==> config.mk <==
export PLATFORM = sky130hd
export DESIGN_NAME = chacha_qr_core
export DESIGN_NICKNAME = d
export VERILOG_FILES = /design/src/rtl/chacha_qr_core.sv
export SDC_FILE = /design/constraint.sdc
export NUM_CORES = 1
export LEC_CHECK = 0
export CORE_ASPECT_RATIO = 1.1
export CORE_MARGIN = 1.5
export CORE_UTILIZATION = 29
export DETAILED_ROUTE_END_ITERATION = 7
export GPL_ROUTABILITY_DRIVEN = 0
export GPL_TIMING_DRIVEN = 0
export MAX_ROUTING_LAYER = met4
export SLEW_MARGIN = 20
export SYNTH_ARGS = -nofsm -noshare
export SYNTH_HDL_FRONTEND = slang
export SYNTH_SLANG_ARGS = --single-unit
==> constraint.sdc <==
create_clock -name clk -period 6.03 [get_ports clk]
set_input_delay 1.5075 -clock clk [delete_from_list [all_inputs] [get_ports clk]]
set_output_delay 1.5075 -clock clk [all_outputs]
set_load 0.02 [all_outputs]
==> src/rtl/chacha_qr_core.sv <==
// Iterative ChaCha quarter-round engine: one ARX step per clock, four steps per
// quarter-round, NUM_QR quarter-rounds back-to-back per start.
module chacha_qr_core #(
   parameter int NUM_QR = 1
) (
   input  logic        clk,
   input  logic        rst_n,
   input  logic        start,
   input  logic        abort,
   input  logic [31:0] a_in,
   input  logic [31:0] b_in,
   input  logic [31:0] c_in,
   input  logic [31:0] d_in,
   output logic        busy,
   output logic        done,
   output logic [31:0] a_out,
   output logic [31:0] b_out,
   output logic [31:0] c_out,
   output logic [31:0] d_out
);

   typedef enum logic [1:0] {
      IDLE = 2'd0,
      RUN  = 2'd1,
      DONE = 2'd2
   } state_t;

   localparam logic [4:0] LAST_QR = 5'(NUM_QR - 1);

   state_t      state_r, state_s;
   logic [31:0] wa_r, wb_r, wc_r, wd_r;
   logic [31:0] na_s, nb_s, nc_s, nd_s;
   logic [31:0] sum_ab_s, sum_cd_s;
   logic [1:0]  step_r;
   logic [4:0]  qr_r;
   logic        last_step_s;
   logic        accept_s;
   logic        advance_s;
   logic        busy_s, done_s;
   logic        busy_r, done_r;
   logic [31:0] a_out_r, b_out_r, c_out_r, d_out_r;

   function automatic logic [31:0] rotl(input logic [31:0] x, input logic [4:0] n);
      return (x << n) | (x >> (6'd32 - {1'b0, n}));
   endfunction

   assign sum_ab_s    = wa_r + wb_r;
   assign sum_cd_s    = wc_r + wd_r;
   assign last_step_s = (step_r == 2'd3) && (qr_r == LAST_QR);
   assign accept_s    = (state_r != RUN) && start;
   assign advance_s   = (state_r == RUN) && !abort;

   // State register.
   always_ff @(posedge clk or negedge rst_n) begin
      if (!rst_n) begin
         state_r <= IDLE;
      end else begin
         state_r <= state_s;
      end
   end

   // Next-state decode; abort in RUN takes priority over completion.
   always_comb begin
      state_s = state_r;
      case (state_r)
         IDLE: begin
            if (start) state_s = RUN;
            else       state_s = IDLE;
         end
         RUN: begin
            if (abort)            state_s = IDLE;
            else if (last_step_s) state_s = DONE;
            else                  state_s = RUN;
         end
         DONE: begin
            if (start) state_s = RUN;
            else       state_s = IDLE;
         end
         default: state_s = IDLE;
      endcase
   end

   // Output decode from the upcoming state, registered below.
   always_comb begin
      busy_s = 1'b0;
      done_s = 1'b0;
      case (state_s)
         IDLE:    begin busy_s = 1'b0; done_s = 1'b0; end
         RUN:     begin busy_s = 1'b1; done_s = 1'b0; end
         DONE:    begin busy_s = 1'b0; done_s = 1'b1; end
         default: begin busy_s = 1'b0; done_s = 1'b0; end
      endcase
   end

   // Handshake output registers.
   always_ff @(posedge clk or negedge rst_n) begin
      if (!rst_n) begin
         busy_r <= 1'b0;
         done_r <= 1'b0;
      end else begin
         busy_r <= busy_s;
         done_r <= done_s;
      end
   end

   // One ARX step of the quarter-round selected by the step counter.
   always_comb begin
      na_s = wa_r;
      nb_s = wb_r;
      nc_s = wc_r;
      nd_s = wd_r;
      case (step_r)
         2'd0: begin na_s = sum_ab_s; nd_s = rotl(wd_r ^ sum_ab_s, 5'd16); end
         2'd1: begin nc_s = sum_cd_s; nb_s = rotl(wb_r ^ sum_cd_s, 5'd12); end
         2'd2: begin na_s = sum_ab_s; nd_s = rotl(wd_r ^ sum_ab_s, 5'd8);  end
         2'd3: begin nc_s = sum_cd_s; nb_s = rotl(wb_r ^ sum_cd_s, 5'd7);  end
         default: begin na_s = wa_r; nb_s = wb_r; nc_s = wc_r; nd_s = wd_r; end
      endcase
   end

   // Working registers and step/round counters.
   always_ff @(posedge clk or negedge rst_n) begin
      if (!rst_n) begin
         wa_r   <= 32'd0;
         wb_r   <= 32'd0;
         wc_r   <= 32'd0;
         wd_r   <= 32'd0;
         step_r <= 2'd0;
         qr_r   <= 5'd0;
      end else if (accept_s) begin
         wa_r   <= a_in;
         wb_r   <= b_in;
         wc_r   <= c_in;
         wd_r   <= d_in;
         step_r <= 2'd0;
         qr_r   <= 5'd0;
      end else if (advance_s) begin
         wa_r   <= na_s;
         wb_r   <= nb_s;
         wc_r   <= nc_s;
         wd_r   <= nd_s;
         step_r <= step_r + 2'd1;
         if ((step_r == 2'd3) && !last_step_s) qr_r <= qr_r + 5'd1;
      end
   end

   // Result registers update only on the completion edge.
   always_ff @(posedge clk or negedge rst_n) begin
      if (!rst_n) begin
         a_out_r <= 32'd0;
         b_out_r <= 32'd0;
         c_out_r <= 32'd0;
         d_out_r <= 32'd0;
      end else if (advance_s && last_step_s) begin
         a_out_r <= na_s;
         b_out_r <= nb_s;
         c_out_r <= nc_s;
         d_out_r <= nd_s;
      end
   end

   assign busy  = busy_r;
   assign done  = done_r;
   assign a_out = a_out_r;
   assign b_out = b_out_r;
   assign c_out = c_out_r;
   assign d_out = d_out_r;

endmodule

---- Word level (Yosys, flattened, before mapping) ----
Cells that the tools add are included.
word-level totals
  register bits ........................... 267
  input port bits ......................... 132
  logic and storage cells ................. 70
cells by class
  $add $sub $neg .......................... 4
  equality and inequality tests ........... 8
  mux-type cells .......................... 23
  bitwise gates (word level) .............. 6
  reductions and logical operators ........ 16
operators with widths
  kind                                                                   count
  32-bit 2-to-1 mux                                                      10
  32-bit one-hot mux with 2 select lines                                 2
  32-bit adder                                                           2
  32-bit XOR                                                             2
  32-bit by 12-bit bitwise OR with 32-bit output                         1
  32-bit by 16-bit bitwise OR with 32-bit output                         1
  32-bit by 7-bit bitwise OR with 32-bit output                          1
  32-bit by 8-bit bitwise OR with 32-bit output                          1
  5-bit 2-to-1 mux                                                       3
  2-bit equality test, second input constant                             4
  2-bit 2-to-1 mux                                                       4
  2-bit by 1-bit equality test with 1-bit output, second input constant  3
  2-bit OR reduction                                                     3
  5-bit by 1-bit adder with 5-bit output, second input constant          1
  1-bit logical AND                                                      5
  5-bit zero test                                                        1
  2-bit zero test                                                        2
  2-bit one-hot mux with 2 select lines                                  1
  2-bit nonzero test                                                     2
  1-bit 2-to-1 mux                                                       3
  2-bit by 1-bit adder with 2-bit output, second input constant          1
  1-bit zero test                                                        2
  2-bit by 1-bit != test with 1-bit output, second input constant        1
  2-bit AND reduction                                                    1

---- Longest topological paths before layout ----
Gate-level depths: netlist (run 1).
  depth in word-level cells ............... 7
  depth in mapped cells ................... 11
  depth with buffers taken out ............ 11

---- Least setup slack after synthesis (run 1) ----
Ideal clock, no wire load.
  path type ............................... flip-flop to flip-flop
  from .................................... register wd_r[20]
  to ...................................... register b_out_r[5], in the netlist b_out[5]
  data arrival time ....................... 2.952 ns
  data required time ...................... 5.905 ns
  path slack .............................. 2.953 ns
  stages on the path, launching flop included .. 12
  path buffers ............................ 1
  clock period less this slack ............ 3.077 ns
  cells stage by stage .................... dfrtp_1 > ha_1 > buf_2 > nand4_1 > or4_1 > a311o_1 > o211ai_2 > a41oi_2 > xnor2_2 > xor2_2 > a221o_1 > mux2_4
between the ends
  longest elaborated chain between the ends .. 4
RTL lines
  item                                                                                                             RTL line  text
  start: declaration                                                                                               31        logic [31:0] wa_r, wb_r, wc_r, wd_r;
  start signal: assignment                                                                                         134       wd_r <= d_in;
  start signal: assignment                                                                                         141       wd_r <= nd_s;
  32-bit adder *                                                                                                   48        assign sum_cd_s = wc_r + wd_r;
  32-bit XOR *                                                                                                     114, 116
  32-bit by 7-bit bitwise OR with 32-bit output or 32-bit by 12-bit bitwise OR with 32-bit output (tied branches)  44        return (x << n) | (x >> (6'd32 - {1'b0, n}));
  32-bit one-hot mux with 2 select lines *                                                                         112       case (step_r)
  end signal: assignment                                                                                           156       b_out_r <= nb_s;
  end: declaration                                                                                                 41        logic [31:0] a_out_r, b_out_r, c_out_r, d_out_r;
Every way passes the cells marked *; elsewhere a longest branch is shown, timed or not.
A chain may end at the register's enable or synchronous reset.

---- Worst setup path after layout (run 1) ----
  from .................................... input port abort
  to ...................................... register a_out_r[16], in the netlist a_out[16]
between the ends
  longest elaborated chain between the ends .. 3
RTL lines
  item                    RTL line  text
  start: declaration      9         input logic abort,
  1-bit zero test         51        assign advance_s = (state_r == RUN) && !abort;
  1-bit logical AND       51
  1-bit logical AND       154       end else if (advance_s && last_step_s) begin
  end signal: assignment  155       a_out_r <= na_s;
  end: declaration        41
Every way passes these cells.

==> results of run 1 <==
-- worst max path at each step --
stage                   from         to  slack, ns  depth (start not counted)
finish                 abort  a_out[16]       1.19                          9
global route           abort   a_out[8]       1.15                          9
CTS                    abort   a_out[8]       1.37                          9
detailed placement     abort   a_out[8]       0.78                          9
global placement       rst_n   d_out[6]      -7.99                          1
floorplan           wd_r[20]   b_out[5]       2.95                         11
-- cell type report --
cell class | count | area (µm²) | share of cell area
plain buffers | 115 | 447 | 0.0220
clock buffers | 41 | 863 | 0.0426
repair buffers | 263 | 2670 | 0.132
multi-input cells | 1278 | 8400 | 0.414
flip-flops and latches | 267 | 6680 | 0.329
inverters | 42 | 158 | 0.00777
clock inverters | 15 | 159 | 0.00783
well taps | 728 | 911 | 0.0449
-- synthesized netlist by cell type (5+ instances only) --
cell and number:
o21ai_0 213, o211ai_1 8, o21a_1 8, xnor2_1 65, and3_1 7, dfrtp_1 267, a211oi_1 7, a22oi_1 100
clkbuf_1 101, o22ai_1 5, nand2_1 220, buf_1 7, a222oi_1 36, a21o_1 22, o21ai_1 8, a221oi_1 9
nand4_1 17, mux2i_1 7, nor3_1 7, nor2_1 95, a22o_1 35, nand2b_1 6, inv_1 41, a31oi_1 34
a221o_1 11, a21oi_1 120, ha_1 68, o21bai_1 7, buf_2 6, xor2_1 59, nand3_1 12, and2_1 13
-- metrics by stage --
step	setup WS, ns	cells	TNS (ns)
finish	1.19	2749	0
detailed placement	0.784	2693	0
floorplan	2.95	1702	0
CTS	1.37	2749	0
global route	1.15	2749	0
global placement	-7.99	2691	-2125.48
-- worst min-delay path, delay by kind of cell (launching register included) --
kind / cells / cell delay [ns]
DFF: 1 / 0.34
and+or+nand+nor: 2 / 0.10
-- cells by family after synthesis --
group                      count (synthesis)  synth area share
DFF                                      267             0.426
AOI/OAI and AO/OA                        672             0.284
muxes                                     11           0.00758
and+or+nand+nor                          391             0.105
adders and majority gates                 70            0.0568
buffers and inverters                    157            0.0385
xor gates and xnor gates                 134            0.0822
-- routing by layer --
layer | part of all wire | vias to the layer above | GRT usage
li1 | - | 6870 | -
met2 | 0.43 | 940 | 0.380
met3 | 0.11 | 208 | 0.0563
met5 | 0 | - | -
met1 | 0.40 | 7611 | 0.322
met4 | 0.062 | 0 | 0.136
-- state kept, by name, indices dropped and copies added, names as in the netlist, 5 cells and up --
register  flops
d_out        32
wd_r         32
wc_r         32
wa_r         32
a_out        32
b_out        32
wb_r         32
c_out        32
qr_r          5
==> results.txt, run 1 <==
Worst R2R Start - step_r[0]
Yosys reg bits - 267
CP bufs+invs - 4
Max Cap Viol - 0
Tmin final - 4.84 ns
Worst setup path category - primary input to flop
RSZ-0062 raised after global routing - false
Die Span Y - 247 µm
CTS sink cnt - 267
Clock transition at the registers of the reported paths - 0.06 ns
Ys Warns - 0
Post-Syn Area - 15700 µm²
Number of synthesized flops with an enable pin - 0
Hold bufs inserted after CTS - 0
Vias per Instance - 5.69
Largest net degree at the start of global routing - 96
Total GRT Usage - 0.255
Layout area overhead - 29.4%
Row count - 89
Worst-margin pin slew - 1.16 ns
Starting Density - 0.293
WHS Endpoint - c_out[30]
Post-CTS sizing - 0
Crit path max fanout - 10
Critical path's slowest cell - clkbuf_1
Max-slew violation count - 0
WP data arrival - 5.32 ns
Fmax - 207 MHz
R2R Setup Slk - 1.99 ns
Number of I/O pins - 262
Status - finished, final reports clean
Hold Crit Start - c_out[30]
Hold Violations, Final - 0
Drt drc - 0
Total grt overflow - 0
Hold_ws - 0.473 ns
Sequential area share after synthesis - 0.426
Clock buffer depth - 3
Avg Cell Area, Syn - 9.21 µm²
Hold path cells - 2
Area contributors post-synth - dfrtp_1 43%, o21ai_0 6.8%, ha_1 5.4%, nand2_1 5.3%, a22oi_1 4.8%
Diode count - 0
Most frequent cells in the layout - 267 x dfrtp_1, 260 x clkdlybuf4s50_1, 220 x nand2_1, 213 x o21ai_0, 120 x a21oi_1
Min-delay worst type - flop to flop
Commonest non-fill, non-tap cell in the layout - dfrtp_1
Drt wl/cell - 25.5 µm
Layout cells sized above 1 - 0.0440
CP Data Required Time - 6.51 ns
Number of distinct library cells after synthesis - 79
Async S/R FF share, synth - 1.00
Antenna violations before repair - 0
Crit path largest cell delay - 0.93 ns
First-pass GRT wire length - 101 mm
Top Family by Delay on Critical Path - buffers and inverters
Fillcell total - 5400
NumNets Final - 2199
Setup violations, final - 0
Post-detailed-route count of antenna-violating nets - 0
Crit. End Element - flop
Post-CTS setup buffers - 0
Later-pin clock latency in the skew report - 0.59 ns
Worst path cell trace - clkdlybuf4s50_1 -> nor2b_1 -> and2_1 -> nand2_1 -> clkbuf_1 -> clkbuf_1 -> buf_1 -> nand2_1 -> o21ai_0
Fin crit share - 0.803
Cells after Synth - 1702
H-tree depth - 1
Final Cell Area - 20300 µm²
Clk root buf - clkbuf_16
Die area - 55500 µm²
Vias in the first global route - 15100
Area leader, netlist - dfrtp_1
Layout Utilization - 0.379
Slew HR - 0.225
CTS tree - done
Ys flop type - dfrtp_1
Port Buffers - 261
DR iter-0 viols - 2023
Die Wd - 225 µm
Routed wire length - 70.2 mm
Critical R2R Capture - a_out[16]
Startpoint Class - primary input
Post-synth top area share - 0.426
Placed inst area - 19300 µm²
CTS Buf Count - 30
Drt pass-1 iters - 8
DP Wirelength - 55.9 mm
FF-to-FF path depth - 9
Core Region - 53600 µm²
Mapped Nets - 1904
Clk_skew - 0.0221 ns
Vias - 15600
Power of run 1 is not shown: default switching activity piles up to over one toggle a cycle in this logic, so the estimate is an artifact.
==> run 2, diff against run 1 <==
==> constraint.sdc (replaced) <==
create_clock -name clk -period 4.79 [get_ports clk]
set_input_delay 1.1975 -clock clk [delete_from_list [all_inputs] [get_ports clk]]
set_output_delay 1.1975 -clock clk [all_outputs]
set_load 0.02 [all_outputs]
==> results of run 2 <==
The final DEF is identical to that of run 1. Status: finished, final reports clean.
Main changes from that run: setup slack after placement 0.784 ns -> -0.146 ns; setup slack after layout 1.19 ns -> 0.260 ns; register-to-register setup slack 1.99 ns -> 0.75 ns
Power of run 2 is left out for the same reason.
==> edit (flow settings as in run 1) <==
Register the inputs `start`, `abort`, `a_in`, `b_in`, `c_in` and `d_in` before use, without a reset. The logic sees them one clock later.
--- a/src/rtl/chacha_qr_core.sv
+++ b/src/rtl/chacha_qr_core.sv
@@ -28,4 +28,20 @@
    localparam logic [4:0] LAST_QR = 5'(NUM_QR - 1);
 
+   logic start_q;
+   logic abort_q;
+   logic [31:0] a_q;
+   logic [31:0] b_q;
+   logic [31:0] c_q;
+   logic [31:0] d_q;
+
+   always_ff @(posedge clk) begin
+      start_q <= start;
+      abort_q <= abort;
+      a_q     <= a_in;
+      b_q     <= b_in;
+      c_q     <= c_in;
+      d_q     <= d_in;
+   end
+
    state_t      state_r, state_s;
    logic [31:0] wa_r, wb_r, wc_r, wd_r;
@@ -48,6 +64,6 @@
    assign sum_cd_s    = wc_r + wd_r;
    assign last_step_s = (step_r == 2'd3) && (qr_r == LAST_QR);
-   assign accept_s    = (state_r != RUN) && start;
-   assign advance_s   = (state_r == RUN) && !abort;
+   assign accept_s    = (state_r != RUN) && start_q;
+   assign advance_s   = (state_r == RUN) && !abort_q;
 
    // State register.
@@ -65,14 +81,14 @@
       case (state_r)
          IDLE: begin
-            if (start) state_s = RUN;
+            if (start_q) state_s = RUN;
             else       state_s = IDLE;
          end
          RUN: begin
-            if (abort)            state_s = IDLE;
+            if (abort_q)            state_s = IDLE;
             else if (last_step_s) state_s = DONE;
             else                  state_s = RUN;
          end
          DONE: begin
-            if (start) state_s = RUN;
+            if (start_q) state_s = RUN;
             else       state_s = IDLE;
          end
@@ -129,8 +145,8 @@
          qr_r   <= 5'd0;
       end else if (accept_s) begin
-         wa_r   <= a_in;
-         wb_r   <= b_in;
-         wc_r   <= c_in;
-         wd_r   <= d_in;
+         wa_r   <= a_q;
+         wb_r   <= b_q;
+         wc_r   <= c_q;
+         wd_r   <= d_q;
          step_r <= 2'd0;
          qr_r   <= 5'd0;
Function: changed (Yosys sat finds a counterexample within 4 cycles, from zero or initial values and one cycle with rst_n low).
==> edit against run 1 <==
  * The flow now finishes with violations (design-rule violations)
  * Sequential cell count up 130
  * Final cell count grew 11%
  * Critical endpoint is now d_out[1]$_DFFE_PN0P_
  * Final area is 18% higher
  * Register-to-register slack worse by 170 ps
  * Fmax up 15%
  * Routed wire length increased by 9.9%
  * Worst setup slack improved by 630 ps
  * Synthesized area increased by 19%
Power is not shown: default switching activity piles up to over one toggle a cycle in this logic, so the estimate is an artifact.
==> edit: results (changes against run 1) <==
The flow ran to the end, but the final reports show violations. The final reports fail on design-rule violations. The fill cell total of the finished layout came out at 6363 (+18%). The worst slew margin relative to its limit is 0.2978 (+0.07326).

The post-detailed-placement cell area is 0.02233 mm^2 (+16%). The stage delay of the slowest cell on the critical path came out at 710 ps (-220 ps). The overall fraction of global-route tracks in use came to 0.2377 (-0.01721). The path with the worst hold slack has its endpoint at wa_r[6]$_DFFE_PN0P_. The worst clock skew is 19.48 ps (-2.628 ps).

The average cell area after synthesis came to 9.914 um^2 (+7.6%). The number of antenna violations at the first check in global routing came to 0 (unchanged). The number of optimization iterations in the first detailed-route pass came out at 8 (unchanged). The setup slack at placement is 1906 ps (+1122 ps). The via density per instance came out at 5.508 (-3.1%). The number of cells traversed by the worst register-to-register path came out at 9 (unchanged). By area the synthesized netlist is led by dfrtp_1, dfxtp_1, o21ai_0, ha_1, a22oi_1.

Sorting the synthesized cells by how often they occur yields dfrtp_1, nand2_1, o21ai_0, a21oi_1, dfxtp_1. The largest net degree at the start of global routing came out at 100 (+4.2%). The maximum fanout along the worst path was 10 (unchanged).

In this design, the largest share of critical-path delay is due to buffers and inverters. The area used by sequential logic in the layout came to 0.009284 mm^2 (+39%). The number of global-route vias before repair is 16607 (+10%).

The detailed placement HPWL is 60560 um (+8.3%). The number of buffers created by CTS came out at 46 (+53%). The share of the yosys chip area belonging to registers is 0.4992 (+0.07308). The synthesized netlist net count is 2078 (+9.1%). The source-to-sink clock delay at the later pin of the worst-skew pair came out at 600 ps. The final cell count without fillers was 3065 (+11%). The cell sitting at the root of the clock tree is a clkbuf_16. The fraction of final layout cells with drive strength greater than 1 was 0.05935 (+0.01531).

The wire length of the first global-routing pass came to 111400 um (+11%). The global route total overflow came out at 0 (unchanged). The final-layout worst hold slack is 478.9 ps (+5.754 ps). The signal arrival time at the worst endpoint came out at 4630 ps (-690 ps). The post-layout net count is 2389 (+8.6%).

The number of warnings issued by yosys came out at 0 (unchanged). The number of cells on the worst hold path is 2 (unchanged). The post-route DRC violation count came out at 26 (+26). The number of H-tree branching levels is 2 (+1). The number of gates resized after CTS is 0 (unchanged). The number of distinct standard cells referenced by the synthesized netlist is 91 (+15%). The clock transition at the registers of the reported paths came out at 60 ps (about the same). The fraction of registers with async set or reset after synthesis is 0.6725 (-0.3275). The total routed wirelength came out at 77160 um (+9.9%). On the critical path, the stage with the largest delay is an instance of clkbuf_1. The number of violations reported at the end of detailed-routing iteration 0 came out at 2030 (+0.35%).

The total placed cells including tap cells is 2980 (+11%). In this run the critical register-to-register path is captured at d_out[1]$_DFFE_PN0P_. The start point of the worst hold path is a_q[6]$_DFF_P_. The count of port buffers added during placement came out at 261 (unchanged).
## edit: cell types whose count changed after synthesis, moves of 7 or more
cell,before,now
a221o_1,11,4
nand2_1,220,193
o21ai_1,8,23
o21ai_0,213,179
a31oi_1,34,25
nor2_1,95,116
dfxtp_1,0,130
o21a_1,8,20
a21oi_1,120,138
## edit: worst max path at each step
stage	start	endpoint	slack (ps)
after floorplan	wb_r[0]$_DFFE_PN0P_	wa_r[30]$_DFFE_PN0P_	3100
after global placement	rst_n	a_out[19]$_DFFE_PN0P_	-8060
after detailed placement	step_r[0]$_DFFE_PN0P_	d_out[10]$_DFFE_PN0P_	1910
after CTS	step_r[0]$_DFFE_PN0P_	d_out[1]$_DFFE_PN0P_	1910
after global routing	step_r[0]$_DFFE_PN0P_	d_out[13]$_DFFE_PN0P_	1610
final	step_r[0]$_DFFE_PN0P_	d_out[1]$_DFFE_PN0P_	1820
## edit: area by class of cell
type | instances | share of cell area
timing repair buffer | 263 | 0.1115
tap | 841 | 0.04392
buffer | 122 | 0.02010
sequential | 397 | 0.3875
clock inverter | 27 | 0.01352
multi-input combinational | 1314 | 0.3621
inverter | 43 | 0.006736
clock buffer | 58 | 0.05457
## edit: cell families after synthesis
group | Yosys count | share of synthesized area
adders and majority gates | 70 | 0.04790
muxes | 7 | 0.003902
DFF | 397 | 0.4992
AOI/OAI and AO/OA | 693 | 0.2478
buffers and inverters | 165 | 0.03458
and+or+nand+nor | 414 | 0.09808
xor gates and xnor gates | 130 | 0.06855
## edit: routing by layer
metal	vias up	track usage	part of all wire
met1	8171	0.2960	0.40
met3	252	0.04419	0.091
met2	991	0.3613	0.44
li1	7469	-	-
met5	-	-	0
met4	0	0.1388	0.068
